==> config.mk <==
export PLATFORM = sky130hd
export DESIGN_NAME = ifetch_prefetch
export DESIGN_NICKNAME = d
export VERILOG_FILES = /design/src/rtl/ifetch_prefetch.sv
export SDC_FILE = /design/constraint.sdc
export NUM_CORES = 1
export LEC_CHECK = 0
export BUFFER_PORTS_ARGS = -buffer_cell sky130_fd_sc_hd__buf_4
export CAP_MARGIN = 20
export CORE_MARGIN = 5
export CORE_UTILIZATION = 40
export CTS_CLUSTER_DIAMETER = 100
export DETAILED_ROUTE_END_ITERATION = 12
export PLACE_DENSITY = 0.73
export SYNTH_ARGS = -nofsm -noshare
export SYNTH_HDL_FRONTEND = slang
export SYNTH_SLANG_ARGS = --single-unit
==> constraint.sdc <==
create_clock -name clk -period 2.69 [get_ports clk]
set_clock_uncertainty 0.1 [all_clocks]
set_input_delay 0.1345 -clock clk [delete_from_list [all_inputs] [get_ports clk]]
set_output_delay 0.1345 -clock clk [all_outputs]
set_load 0.005 [all_outputs]
==> src/rtl/ifetch_prefetch.sv <==
// ifetch_prefetch: owns the PC, keeps several ROM fetches in flight and buffers the returned
// words in a DEPTH-entry prefetch queue. Define IFETCH_PERF_EN for stall/flush counter ports.
module ifetch_prefetch #(
    parameter int                ADDR_W   = 32,
    parameter int                INST_W   = 32,
    parameter int                DEPTH    = 4,
    parameter logic [ADDR_W-1:0] RESET_PC = '0,
    parameter int                PC_STEP  = 4,
    parameter logic [INST_W-1:0] NOP      = INST_W'(32'h00000013)
) (
    input  logic              clk,
    input  logic              rst_n,
    output logic              rom_req_o,
    output logic [ADDR_W-1:0] rom_addr_o,
    input  logic              rom_gnt_i,
    input  logic              rom_rvalid_i,
    input  logic [INST_W-1:0] rom_rdata_i,
    input  logic              jump_en_i,
    input  logic [ADDR_W-1:0] jump_addr_i,
    input  logic              hold_flag_i,
    output logic              inst_valid_o,
    output logic [INST_W-1:0] inst_o,
    output logic [ADDR_W-1:0] inst_addr_o
`ifdef IFETCH_PERF_EN
    ,
    output logic [31:0]       stall_cnt_o,
    output logic [31:0]       flush_cnt_o
`endif
);

    localparam int                PTR_W     = (DEPTH > 1) ? $clog2(DEPTH) : 1;
    localparam int                CNT_W     = PTR_W + 1;
    localparam logic [ADDR_W-1:0] STEP_MASK = ADDR_W'(PC_STEP - 1);
    localparam logic [CNT_W:0]    DEPTH_C   = (CNT_W + 1)'(DEPTH);

    logic [ADDR_W-1:0] r_pc;
    logic [PTR_W-1:0]  r_wr;
    logic [PTR_W-1:0]  r_fl;
    logic [PTR_W-1:0]  r_rd;
    logic [CNT_W-1:0]  r_alloc_cnt;
    logic [CNT_W-1:0]  r_pend_cnt;
    logic [CNT_W-1:0]  r_discard_cnt;
    logic [DEPTH-1:0]  r_filled;
    logic [ADDR_W-1:0] r_addr [DEPTH];
    logic [INST_W-1:0] r_data [DEPTH];

    logic              w_req;
    logic              w_accept;
    logic              w_drop;
    logic              w_fill;
    logic              w_valid;
    logic              w_pop;
    logic [CNT_W:0]    w_inflight;
    logic [DEPTH-1:0]  w_filled_next;

    // r_pend_cnt tracks granted-but-unreturned live requests, so a flush knows how many
    // responses are still owed by the ROM and must be dropped.
    assign w_inflight = {1'b0, r_alloc_cnt} + {1'b0, r_discard_cnt};
    assign w_req      = rst_n && !jump_en_i && (w_inflight < DEPTH_C);
    assign w_accept   = w_req && rom_gnt_i;
    assign w_drop     = rom_rvalid_i && (jump_en_i || (r_discard_cnt != '0));
    assign w_fill     = rom_rvalid_i && !w_drop;
    assign w_valid    = r_filled[r_rd];
    assign w_pop      = w_valid && !hold_flag_i && !jump_en_i;

    generate
        for (genvar gi = 0; gi < DEPTH; gi++) begin : g_filled
            assign w_filled_next[gi] = (w_fill && (r_fl == PTR_W'(gi))) ||
                                       (r_filled[gi] &&
                                        !(w_accept && (r_wr == PTR_W'(gi))) &&
                                        !(w_pop && (r_rd == PTR_W'(gi))));
        end
    endgenerate

    always_ff @(posedge clk or negedge rst_n) begin
        if (!rst_n) begin
            r_pc          <= RESET_PC;
            r_wr          <= '0;
            r_fl          <= '0;
            r_rd          <= '0;
            r_alloc_cnt   <= '0;
            r_pend_cnt    <= '0;
            r_discard_cnt <= '0;
            r_filled      <= '0;
        end else if (jump_en_i) begin
            // Any response this cycle is dropped, whether it was stale or the oldest live one.
            r_pc          <= jump_addr_i & ~STEP_MASK;
            r_wr          <= '0;
            r_fl          <= '0;
            r_rd          <= '0;
            r_alloc_cnt   <= '0;
            r_pend_cnt    <= '0;
            r_discard_cnt <= r_discard_cnt + r_pend_cnt - CNT_W'(rom_rvalid_i);
            r_filled      <= '0;
        end else begin
            if (w_accept) begin
                r_pc <= r_pc + ADDR_W'(PC_STEP);
                r_wr <= r_wr + 1'b1;
            end
            if (w_fill) r_fl <= r_fl + 1'b1;
            if (w_pop)  r_rd <= r_rd + 1'b1;
            r_alloc_cnt   <= r_alloc_cnt + CNT_W'(w_accept) - CNT_W'(w_pop);
            r_pend_cnt    <= r_pend_cnt + CNT_W'(w_accept) - CNT_W'(w_fill);
            r_discard_cnt <= r_discard_cnt - CNT_W'(w_drop);
            r_filled      <= w_filled_next;
        end
    end

    always_ff @(posedge clk) begin
        if (w_accept) r_addr[r_wr] <= r_pc;
        if (w_fill)   r_data[r_fl] <= rom_rdata_i;
    end

    assign rom_req_o    = w_req;
    assign rom_addr_o   = r_pc;
    assign inst_valid_o = w_valid;
    assign inst_o       = w_valid ? r_data[r_rd] : NOP;
    assign inst_addr_o  = w_valid ? r_addr[r_rd] : '0;

`ifdef IFETCH_PERF_EN
    logic [31:0] r_stall_cnt;
    logic [31:0] r_flush_cnt;

    always_ff @(posedge clk or negedge rst_n) begin
        if (!rst_n) begin
            r_stall_cnt <= '0;
            r_flush_cnt <= '0;
        end else begin
            if (!w_valid && !hold_flag_i && !jump_en_i && (r_stall_cnt != '1))
                r_stall_cnt <= r_stall_cnt + 32'd1;
            if (w_drop && (r_flush_cnt != '1))
                r_flush_cnt <= r_flush_cnt + 32'd1;
        end
    end

    assign stall_cnt_o = r_stall_cnt;
    assign flush_cnt_o = r_flush_cnt;
`endif

endmodule

==> flow_metrics.tcl, run 1 <==
set metrics [dict create \
    area_delta_synth_final_pct 28.3 \
    power_mw 10.7 \
    ys_seq_area_share_pct 69.1 \
    clkSinkCount 297 \
    synth.distinct_cells 56 \
    cp.arrival_ps 2380 \
    first_global_vias 7914 \
    post_drt_wl_per_cell_um 20.4 \
    design_area_sq_mm 0.0161 \
    final_max_slew_viol_count 0 \
    synth-edff-count 248 \
    status "finished, final reports clean" \
    final_nets 1096 \
    p_per_area_mw_per_mm2 667 \
    layout_min_cycle_time_ps 2620 \
    synthTopCellsByCount "edfxtp_1 (248), nor2b_1 (66), mux4_2 (63)" \
    grt_antenna_before_repair 0 \
    cap_violations 0 \
    die_x_um 187 \
    netlist.area_leader.share_pct 59.3 \
    placed_area_sq_mm 0.0144 \
    path_clk_slew_ps 60 \
    worstSkewPairLatency_ps 570 \
    p_clk_share_pct 37.4 \
    end_kind "output port" \
    rrSetupSlack_ps 110 \
    cts_tree "yes" \
    drt-total-wl_um 29000 \
    ys_seq_elements 297 \
    die_h_um 187 \
    die_area_sq_mm 0.0350 \
    rr_worst_depth 11 \
    synth_ff_type "edfxtp_1" \
    p_sw_share_pct 23.7 \
    synth_area_leader_cell "edfxtp_1" \
    io_pins 168 \
    grt_usage_pct 15.9 \
    start_kind "flip-flop" \
    drtAntennaViolNets 0 \
    combPwrFrac_pct 12.1 \
    pwr-share-seq_pct 50.5 \
    hold_viol_final 0 \
    start_util_pct 40.8 \
    synth_area_leaders "edfxtp_1 (59%), mux4_2 (11%), dfrtp_1 (9.8%)" \
    dr.pass1.iters 5 \
    num_rows 64 \
    grt_max_degree 66 \
    gp_congestion 0.778 \
    critPathCapture "inst_addr_o[27]" \
    num_antenna_cells 0 \
    drt-vias-per-instance 5.33 \
    p_int_mw 8.19 \
    io_buffers 161 \
    root_buffer "clkbuf_16" \
    setup_viol_count_final 0 \
    grt_first_pass_wirelength_um 44900 \
    vias 7556 \
    critPathLaunch "r_rd[1]" \
    drt_iter0_markers 523 \
    crit_type "reg -> out" \
    final_core_util_pct 52.4 \
    timing.rr.start "r_alloc_cnt[2]" \
    cp_max_fo 33 \
    htree_levels 1 \
    synth_area_sq_mm 0.0126 \
    fmax_mhz 382 \
    p_leak_nw 5.86 \
    relSlewSlack_pct 52.7 \
    worst_pin_slew_ps 709 \
    required_ps 2460 \
    drive_gt1_share_pct 32.4 \
    p_sw_mw 2.55 \
    syn_inst 740 \
    drc 0 \
    overflow 0 \
    core_sq_mm 0.0307 \
    r2r-end "r_pend_cnt[2]" \
    synth_most_common_cell "edfxtp_1" \
    dp_hpwl_um 17100 \
    vdd_drop_max_uv 473 \
    ys_warn_count 0 \
    async_flop_share_pct 16.5 \
    cts_buffers 31 \
    clk_path_buf_depth 3 \
    post-route-period-util_pct 97.3 \
    syn-mean-instance-area_sq_um 17.0 \
    hold_path_class "in -> async" \
]
==> cell type report <==
type | count | area (sq um)
Sequential cell | 297 | 8680
Multi-Input combinational cell | 377 | 3550
Inverter | 30 | 113
Clock inverter | 16 | 131
Tap cell | 396 | 495
Timing Repair Buffer | 262 | 2300
Fill cell | 2476 | 14700
Clock buffer | 40 | 830
==> critical path, cell delays in order, from the launching register on <==
cell     delay (ps)
dfrtp_2         410
inv_2            70
mux4_2          590
buf_16          230
nor2b_1         330
buf_4           180
==> layout by cell type (no fill, tap or decap), types with 5 or more instances in the layout <==
| cell | synthesis | layout |
|---|---|---|
| buf_4 | 7 | 184 |
| nand4_1 | 8 | 8 |
| clkbuf_16 | 0 | 32 |
| nand3_1 | 19 | 19 |
| edfxtp_1 | 248 | 248 |
| clkinv_2 | 0 | 7 |
| nor2_1 | 22 | 22 |
| a21oi_1 | 11 | 11 |
| nand2_1 | 46 | 46 |
| o21ai_0 | 25 | 25 |
| dfrtp_1 | 49 | 46 |
| o211ai_1 | 10 | 10 |
| or3_1 | 5 | 5 |
| inv_1 | 29 | 29 |
| clkbuf_1 | 12 | 7 |
| buf_12 | 0 | 6 |
| nor2b_1 | 66 | 66 |
| mux4_2 | 63 | 63 |
| ha_1 | 24 | 24 |
| dlygate4sd3_1 | 0 | 66 |
| o311ai_0 | 6 | 6 |
==> logic make-up after synthesis <==
| kind of cell | after synthesis | share of synthesized area [%] |
|---|---|---|
| AO/OA/AOI/OAI | 74 | 3.94 |
| XOR/XNOR | 8 | 0.558 |
| other | 1 | 0.0299 |
| AND/OR/NAND/NOR | 199 | 9.15 |
| adder cells (fa/ha/maj) | 27 | 2.87 |
| buffers and inverters | 69 | 2.89 |
| multiplexers | 65 | 11.5 |
| flip-flops | 297 | 69.1 |
==> sequential cells by signal, summed over array words and instances (netlist names) <==
name,count
r_alloc_cnt,3
r_discard_cnt,3
r_rd,2
r_pend_cnt,3
r_data,128
r_wr,2
r_fl,2
r_filled,4
rom_addr_o,30
r_addr,120
==> what timing repair did <==
action | in CTS | in global routing
setup buffers | 0 | 3
cloned | 1 | 1
endpoints found under the setup margin | 62 | 5
gates resized for setup | 2 | 7
hold buffers | 66 | 0
hold endpoints to repair | 219 | 0
pin swaps | 0 | 4
==> power groups by stage <==
stage                     logic (mW)  registers (mW)  clock network (mW)
after floorplan                0.669            5.48                   0
after global placement          1.16            5.50                   0
after detailed placement        1.19            5.51                   0
after CTS                       1.29            5.42                4.12
after global routing            1.43            5.45                4.31
final                           1.30            5.42                4.01
==> per-stage QoR <==
step                      setup slack [ps]  hold WS [ps]  std cells  setup TNS, ps
after floorplan                       13.7          -261        743              0
after CTS                             17.6           106       1414              0
final                                 71.4           199       1418              0
after global placement                76.7           236       1290              0
after detailed placement              85.7           242       1291              0
after global routing                 -31.3           213       1418          -44.7
==> worst min path at each step <==
stage	to	start	slack, ps	cells after the start
3_5_place_dp	r_data[0][13]	rom_rdata_i[13]	240	1
4_1_cts	r_wr[0]	rom_gnt_i	110	6
2_1_floorplan	r_alloc_cnt[0]	rst_n	-260	0
3_3_place_gp	r_data[2][28]	rom_rdata_i[28]	240	1
5_1_grt	r_data[0][6]	rom_rdata_i[6]	210	2
6_report	rom_addr_o[18]	rst_n	200	3
==> layer usage <==
metal	vias to the layer above	global-route usage (%)	part of all wire (%)
li1	3368	-	-
met1	3863	21.9	42
met2	278	26.8	49
met3	47	2.76	6.7
met4	0	3.84	1.9
met5	-	0	0
Power figures use the tool's default switching activity.
==> run 2, diff against run 1 <==
==> config.mk (replaced) <==
export PLATFORM = sky130hd
export DESIGN_NAME = ifetch_prefetch
export DESIGN_NICKNAME = d
export VERILOG_FILES = /design/src/rtl/ifetch_prefetch.sv
export SDC_FILE = /design/constraint.sdc
export NUM_CORES = 1
export LEC_CHECK = 0
export CAP_MARGIN = 20
export CORE_MARGIN = 5
export CORE_UTILIZATION = 40
export CTS_CLUSTER_DIAMETER = 100
export DETAILED_ROUTE_END_ITERATION = 12
export DONT_BUFFER_PORTS = 1
export PLACE_DENSITY = 0.68
export SYNTH_ARGS = -nofsm -noshare
export SYNTH_HDL_FRONTEND = slang
export SYNTH_SLANG_ARGS = --single-unit
==> flow_metrics.tcl, run 2 (synthesized netlist as in run 1, its figures left out) <==
set metrics [dict create \
    status "finished, final reports clean" \
    grt_usage_pct 15.3 \
    overflow 0 \
    core_sq_mm 0.0307 \
    end_kind "flip-flop" \
    post-route-period-util_pct 95.1 \
    timing.rr.start "r_rd[1]" \
    final_nets 935 \
    grt_first_pass_wirelength_um 42300 \
    io_pins 168 \
    cp_max_fo 3 \
    r2r-end "r_alloc_cnt[2]" \
    required_ps 2960 \
    setup_tns_ps 0 \
    instances_no_fill 1262 \
    largest-register "r_data" \
    holdWs_ps 59.1 \
    die_area_sq_mm 0.0350 \
    final_max_slew_viol_count 0 \
    dr.pass1.iters 5 \
    final_core_util_pct 48.6 \
    fmax_mhz 391 \
    dp_cells 1129 \
    grt_antenna_before_repair 4 \
    first_global_vias 7241 \
    cap_violations 0 \
    post_drt_wl_per_cell_um 21.4 \
    die_h_um 187 \
    root_buffer "clkbuf_16" \
    worstSkewPairLatency_ps 510 \
    placed_area_sq_mm 0.0131 \
    drt_iter0_markers 532 \
    worst_pin_slew_ps 705 \
    largest_reg_flops 128 \
    path_clk_slew_ps 60 \
    hold_path_class "in -> async" \
    hold_viol_final 0 \
    drt-vias-per-instance 5.40 \
    die_x_um 187 \
    io_buffers 0 \
    area_delta_synth_final_pct 19.2 \
    num-fill-cells 2575 \
    rr_worst_depth 10 \
    relSlewSlack_pct 53.0 \
    layout_min_cycle_time_ps 2560 \
    p_leak_nw 5.08 \
    cp.arrival_ps 2820 \
    drtAntennaViolNets 0 \
    drc 0 \
    rsz0062_at_grt "no" \
    final_common_cell "edfxtp_1" \
    gp_congestion 0.793 \
    start_util_pct 40.8 \
    start_kind "flip-flop" \
    p_per_area_mw_per_mm2 731 \
    drt-total-wl_um 27000 \
    clk_path_buf_depth 3 \
    drive_gt1_share_pct 19.1 \
    grt_max_degree 67 \
    crit_type "reg -> reg" \
    dp_hpwl_um 16000 \
    vias 6814 \
    cts_buffers 34 \
    design_area_sq_mm 0.0150 \
    most-common-layout-cells "edfxtp_1 (248), dlygate4sd3_1 (67), nor2b_1 (66), mux4_2 (63), dfrtp_1 (47)" \
    htree_levels 2 \
    clkSinkCount 297 \
    setup_viol_count_final 0 \
    num_rows 64 \
    cts_tree "yes" \
    rrSetupSlack_ps 130 \
    vdd_drop_max_uv 579 \
]
==> run 2: changes by cell type in the layout (fill, tap and decap cells not counted), moves of 3 or more <==
cell / before / now
clkbuf_1: 7 / 11
clkbuf_16: 32 / 35
clkbuf_8: 3 / 0
diode_2: 0 / 3
buf_4: 184 / 21
==> run 2: what timing repair did <==
item | CTS | global route
hold buffers | 69 | 0
hold endpoints to repair | 225 | 0
setup buffers | 0 | 0
gates resized for setup | 2 | 3
setup endpoints to repair | 7 | 4
==> run 2: metrics by stage <==
| step | worst slack, ps | total power [mW] |
|---|---|---|
| global route | 5.01 | 11.4 |
| global placement | 194 | 6.39 |
| finish | 133 | 10.9 |
| floorplan | 13.7 | 6.15 |
| CTS | 28.1 | 11.1 |
| detailed placement | 200 | 6.42 |
==> run 2: final cells by class <==
| cell class | count | area [sq um] | share of cell area (%) |
|---|---|---|---|
| inverter | 30 | 113 | 0.753 |
| clock buffer | 46 | 917 | 6.13 |
| antenna | 3 | 7.51 | 0.0502 |
| clock inverter | 15 | 175 | 1.17 |
| sequential | 297 | 8680 | 58.0 |
| timing repair buffer | 98 | 1040 | 6.93 |
| tap | 396 | 495 | 3.31 |
| multi-input combinational | 377 | 3530 | 23.6 |
==> run 2: how the worst max path moves through the flow <==
stage / end / slack, ps / start
after CTS: inst_addr_o[26] / 30 / r_rd[0]
after detailed placement: r_alloc_cnt[2] / 200 / r_rd[1]
after global routing: inst_addr_o[26] / 5 / r_rd[0]
after global placement: r_alloc_cnt[2] / 190 / r_rd[1]
final: r_alloc_cnt[2] / 130 / r_rd[1]
after floorplan: r_alloc_cnt[2] / 10 / r_rd[1]
==> run 2: routing by layer <==
layer  part of all wire (%)  vias to the layer above  GRT usage (%)
met3                    9.3                       37           5.36
met5                  0.048                        -              0
li1                       -                     3063              -
met1                     41                     3478           19.6
met4                    1.5                        2           3.75
met2                     48                      234           25.1
==> run 2: worst max-delay path, stage by stage, from the launching register on <==
cell and delay, ps:
dfrtp_4 480, inv_2 80, mux4_2 540, nor3_1 170
ha_1 250, inv_1 60, ha_1 130, inv_1 40
fa_1 370, xnor2_1 150, nor2_1 50
==> run 2: report_power, final <==
group | switching [mW] | internal [mW] | total, mW | leakage, nW
Clock | 1.77 | 2.71 | 4.48 | 0.532
Sequential | 0.193 | 5.23 | 5.42 | 2.86
Combinational | 0.557 | 0.478 | 1.03 | 1.69
Total | 2.52 | 8.42 | 10.9 | 5.08
